`src/rtl/serial_mp_adder_ctrl.sv`:
```
`default_nettype none
// ============================================================================
// Module   : serial_mp_adder_ctrl
// Purpose  : Multi-precision adder sequencer. Wide operands are latched on a
//            start/ready handshake, then added one byte per cycle through a
//            single 8-bit adder stage with the carry chained in a register.
//            A one-cycle done pulse marks the registered result as valid.
// Ports    : clk    - system clock, rising edge
//            rst_n  - asynchronous active-low reset
//            start  - request, accepted only while ready=1
//            a, b   - W-bit operands (W = 8*NBYTES), sampled on accept
//            cin    - carry into byte 0, sampled on accept
//            sub    - (ADD_SUB_EN only) 1 = compute a-b, sampled on accept
//            ready  - high in IDLE
//            busy   - high in ADD
//            done   - one-cycle result-valid pulse
//            sum    - W-bit registered result (modulo 2^W)
//            cout   - registered carry out of the top byte
// Options  : define ADD_SUB_EN to add the sub port and subtract mode.
// Revision : 1.0 - initial release
// ============================================================================
module serial_mp_adder_ctrl #(
   parameter int NBYTES = 4
) (
   input  logic                  clk,
   input  logic                  rst_n,
   input  logic                  start,
   input  logic [8*NBYTES-1:0]   a,
   input  logic [8*NBYTES-1:0]   b,
   input  logic                  cin,
`ifdef ADD_SUB_EN
   input  logic                  sub,
`endif
   output logic                  ready,
   output logic                  busy,
   output logic                  done,
   output logic [8*NBYTES-1:0]   sum,
   output logic                  cout
);

   localparam int c_w     = 8 * NBYTES;
   localparam int c_idx_w = (NBYTES > 1) ? $clog2(NBYTES) : 1;
   localparam logic [c_idx_w-1:0] c_last_idx = c_idx_w'(NBYTES - 1);

   typedef enum logic [1:0] {
      S_IDLE = 2'd0,
      S_ADD  = 2'd1,
      S_DONE = 2'd2
   } state_t;

   state_t              state_q, state_d;
   logic [c_w-1:0]      a_q, a_d;
   logic [c_w-1:0]      b_q, b_d;
   logic                carry_q, carry_d;
   logic [c_idx_w-1:0]  idx_q, idx_d;
   logic [c_w-1:0]      sum_q, sum_d;
   logic                cout_q, cout_d;
   logic                ready_q, ready_d;
   logic                busy_q, busy_d;
   logic                done_q, done_d;

   // Shared byte-wide adder stage
   logic [7:0]          a_byte;
   logic [7:0]          b_byte;
   logic [8:0]          byte_sum;

   assign a_byte   = a_q[8*idx_q +: 8];
   assign b_byte   = b_q[8*idx_q +: 8];
   assign byte_sum = {1'b0, a_byte} + {1'b0, b_byte} + {8'd0, carry_q};

   always_comb begin
      state_d = state_q;
      a_d     = a_q;
      b_d     = b_q;
      carry_d = carry_q;
      idx_d   = idx_q;
      sum_d   = sum_q;
      cout_d  = cout_q;

      case (state_q)
         S_IDLE: begin
            if (start) begin
               a_d     = a;
`ifdef ADD_SUB_EN
               // Two's-complement subtract: a + ~b + 1, cin ignored
               b_d     = sub ? ~b : b;
               carry_d = sub ? 1'b1 : cin;
`else
               b_d     = b;
               carry_d = cin;
`endif
               idx_d   = '0;
               state_d = S_ADD;
            end
         end

         S_ADD: begin
            sum_d[8*idx_q +: 8] = byte_sum[7:0];
            carry_d             = byte_sum[8];
            if (idx_q == c_last_idx) begin
               // Index stays at NBYTES-1; it is reloaded on the next accept
               cout_d  = byte_sum[8];
               state_d = S_DONE;
            end else begin
               idx_d = idx_q + 1'b1;
            end
         end

         S_DONE: begin
            state_d = S_IDLE;
         end

         default: begin
            state_d = S_IDLE;
         end
      endcase

      // Status outputs are registered copies of the next-state decode
      ready_d = (state_d == S_IDLE);
      busy_d  = (state_d == S_ADD);
      done_d  = (state_d == S_DONE);
   end

   always_ff @(posedge clk or negedge rst_n) begin
      if (!rst_n) begin
         state_q <= S_IDLE;
         a_q     <= '0;
         b_q     <= '0;
         carry_q <= 1'b0;
         idx_q   <= '0;
         sum_q   <= '0;
         cout_q  <= 1'b0;
         ready_q <= 1'b1;
         busy_q  <= 1'b0;
         done_q  <= 1'b0;
      end else begin
         state_q <= state_d;
         a_q     <= a_d;
         b_q     <= b_d;
         carry_q <= carry_d;
         idx_q   <= idx_d;
         sum_q   <= sum_d;
         cout_q  <= cout_d;
         ready_q <= ready_d;
         busy_q  <= busy_d;
         done_q  <= done_d;
      end
   end

   assign ready = ready_q;
   assign busy  = busy_q;
   assign done  = done_q;
   assign sum   = sum_q;
   assign cout  = cout_q;

endmodule
`default_nettype wire

```
`config.mk`:
```
export PLATFORM = sky130hd
export DESIGN_NAME = serial_mp_adder_ctrl
export DESIGN_NICKNAME = d
export VERILOG_FILES = /design/src/rtl/serial_mp_adder_ctrl.sv
export SDC_FILE = /design/constraint.sdc
export NUM_CORES = 1
export LEC_CHECK = 0
export BUFFER_PORTS_ARGS = -buffer_cell sky130_fd_sc_hd__buf_2
export CORE_MARGIN = 3
export CORE_UTILIZATION = 45
export CTS_BUF_LIST = sky130_fd_sc_hd__clkbuf_8
export DETAILED_ROUTE_END_ITERATION = 10
export GPL_ROUTABILITY_DRIVEN = 1
export PLACE_DENSITY = 0.72
export SETUP_SLACK_MARGIN = 0.15
export SKIP_CTS_REPAIR_TIMING = 1
export SYNTH_ARGS = -nofsm -noshare
export SYNTH_HDL_FRONTEND = slang
export SYNTH_SLANG_ARGS = --single-unit
```
`constraint.sdc`:
```
create_clock -name clk -period 5.3 [get_ports clk]
set_input_delay 1.06 -clock clk [delete_from_list [all_inputs] [get_ports clk]]
set_output_delay 1.06 -clock clk [all_outputs]
set_load 0.01 [all_outputs]
```
==> reports/results.ini <==
[cells_and_area]
antenna_cells=0
fin_nets=508
final_common_cell=dfrtp_1
final_layout_size_suffix_gt1_frac=0.4895
area_growth_pct=17.23
fin_cells=560
mostFrequentLayoutCells=dfrtp_1, buf_2, mux2_2

[pwr]
ir_drop_mv=0.2796
leakage_uw=0.002577
power_density_nw_per_um2=729.8

[floorplan]
die_x_microns=108.2
core_area_sq_um=9955
ios=104
rows=36
start_util=0.4720
die_h_microns=108.2
die_area_sq_um=11700

[critical_path]
cp_max_fo=16
crit_type=register to register
critPathMaxStageDelay_ns=0.57
path_buf_inv=1
start_kind=register
critPathRequiredTime_ns=5.55
end_kind=register
cp_top_family=adder cells
cp.arrival_ns=3.60
path_cells=buf_4 > mux4_2 > fa_1 > fa_1 > a21oi_1 > o21ai_0 > a21oi_1 > xnor2_1 > a22o_1
crit_slowest_cell=mux4_2

[route]
wl_met2_microns=4446
ant_nets=0
drt-total-wl_microns=9789
vias=3023
first_pass_iters=4
first_iter_violations=148
post_drt_wl_per_cell_microns=17.48
wl_met3_microns=666
wl_met1_microns=4571
topRoutingLayerUsed=met4
avgViaCountPerCell=5.398
drc_errors=0

[synthesis]
synth_warnings=0
mappedNetlistArea_sq_um=4698
syn_avg_cell_area_sq_um=14.64
synth_top_area_frac=0.5539
synth.distinct_cells=36
synthesis.nets=404
seq_area_frac_synth=0.5595
yosys.area.top_type=dfrtp_1
syn_inst=321
synth.area.top_cells=dfrtp_1, mux2_2, mux4_2
synth-seq-cells=105

[cts]
htree_levels=3
clock_sinks=105
root_buffer=clkbuf_8
clock_latency_ns=0.36
cts_buffers=9
path_clk_slew_ns=0.09
clock_path_buffers=2
cts_tree=done

[timing]
timing.final.hold_violations=0
setup_slack_ns=1.955
finalSetupViolCount=0
finalCriticalPeriod_ns=3.345
rsz0062_at_grt=no
max_freq_mhz=299.0
period_share=0.6311
holdWs_ns=0.4802
worst_pin_slew_ns=0.9184
maxSlewHeadroom=0.3878
finalMaxSlewViolations=0
worst_clock_skew_ns=0.01209
timing.setup.tns_ns=0

[global_route]
overflow=0
grt_max_degree=63
grt_pass1_wl_microns=15810
grt_pass1_vias=3097
grt_usage=0.1762
grt_antenna_before_repair=0

[place]
dpl_worst_slack_ns=1.946
numPortBuffers=103
dp_cells=547
gp_congestion=0.7988
hpwl_microns=7219

[status]
status=completed

[flow_run]
drv_cap=0

[worst_hold_path]
holdCritPathClass=register to register

==> worst reg2reg max path, stage by stage (launching register included) <==
cell     delay, ns
dfrtp_1       0.50
buf_4         0.38
mux4_2        0.57
fa_1          0.46
fa_1          0.42
a21oi_1       0.19
o21ai_0       0.15
a21oi_1       0.21
xnor2_1       0.14
a22o_1        0.22
==> cell type report <==
cell class              instances  area (sq um)
repair buffers                106         540.5
multi-input cells             198          1972
well taps                     133         166.4
fillers                       844          4447
clock inverters                 3         43.79
flip-flops and latches        105          2629
clock buffers                  10         137.6
inverters                       5         18.77
==> cells in the mapped netlist <==
cell / n
a21oi_1: 11
a21o_1: 1
fa_1: 2
buf_4: 6
clkbuf_1: 1
inv_1: 5
or3_1: 1
nor2_1: 9
ha_1: 13
mux4_2: 16
nand2_2: 3
mux2_2: 65
o21ai_0: 10
and2_1: 3
a211oi_1: 1
nor3b_1: 2
o21bai_1: 2
o31a_1: 1
nand3b_1: 2
nand4_1: 3
nand2b_1: 2
nand2_1: 12
a21bo_2: 1
xor2_1: 1
buf_2: 4
a22o_1: 27
nor3_2: 1
a311oi_2: 1
dfrtp_1: 104
dfstp_2: 1
nand2_4: 1
o21ai_1: 2
xnor2_1: 4
buf_1: 1
buf_6: 1
and2b_1: 1
==> metal layers <==
metal | vias up | global-route usage
li1 | 1398 | -
met1 | 1521 | 0.2544
met2 | 96 | 0.2642
met3 | 8 | 0.04537
met4 | 0 | 0.05320
met5 | - | 0
==> worst paths after layout <==
| path | slack [ns] | depth (start not counted) | end | from |
|---|---|---|---|---|
| setup reg to reg | 1.96 | 9 | sum[30] | idx_q[0] |
| min in group asynchronous | 0.74 | 1 | sum[5] | rst_n |
| max in group asynchronous | 3.49 | 2 | a_q[10] | rst_n |
| setup / recovery | 1.96 | 9 | sum[30] | idx_q[0] |
| hold / removal | 0.48 | 2 | sum[18] | sum[18] |
| hold reg to reg | 0.48 | 2 | sum[18] | sum[18] |
==> state kept, by name, summed over array words and instances (netlist names) <==
signal   flops
done         1
busy         1
cout         1
b_q         32
a_q         32
idx_q        2
carry_q      1
sum         32
state_q      2
ready        1
==> through the flow <==
stage,utilization,cell area [sq um],total power [uW]
6_report,0.5533,5508,4020
5_1_grt,0.5533,5508,4336
4_1_cts,0.5533,5508,4046
3_5_place_dp,0.5351,5326,3569
3_3_place_gp,0.5351,5326,3485
2_1_floorplan,-,4698,2991
==> logic make-up (layout without fill, tap and decap cells) <==
family                   after synthesis  count (layout)  share of synthesized area
flip-flops                           105             105                     0.5595
multiplexers                          81              81                     0.2325
AO/OA/AOI/OAI                         57              57                    0.08842
AND/OR/NAND/NOR                       40              40                    0.04527
buffers and inverters                 18             124                    0.02184
adder cells (fa/ha/maj)               15              15                    0.04314
XOR/XNOR                               5               5                   0.009320
==> where the power goes <==
part	total [uW]	leakage (uW)	switching, uW	internal, uW
logic	2130	0.00118	1110	1020
clock network	474	0.0000941	250	224
registers	1410	0.00130	237	1170
Power figures use the tool's default switching activity.
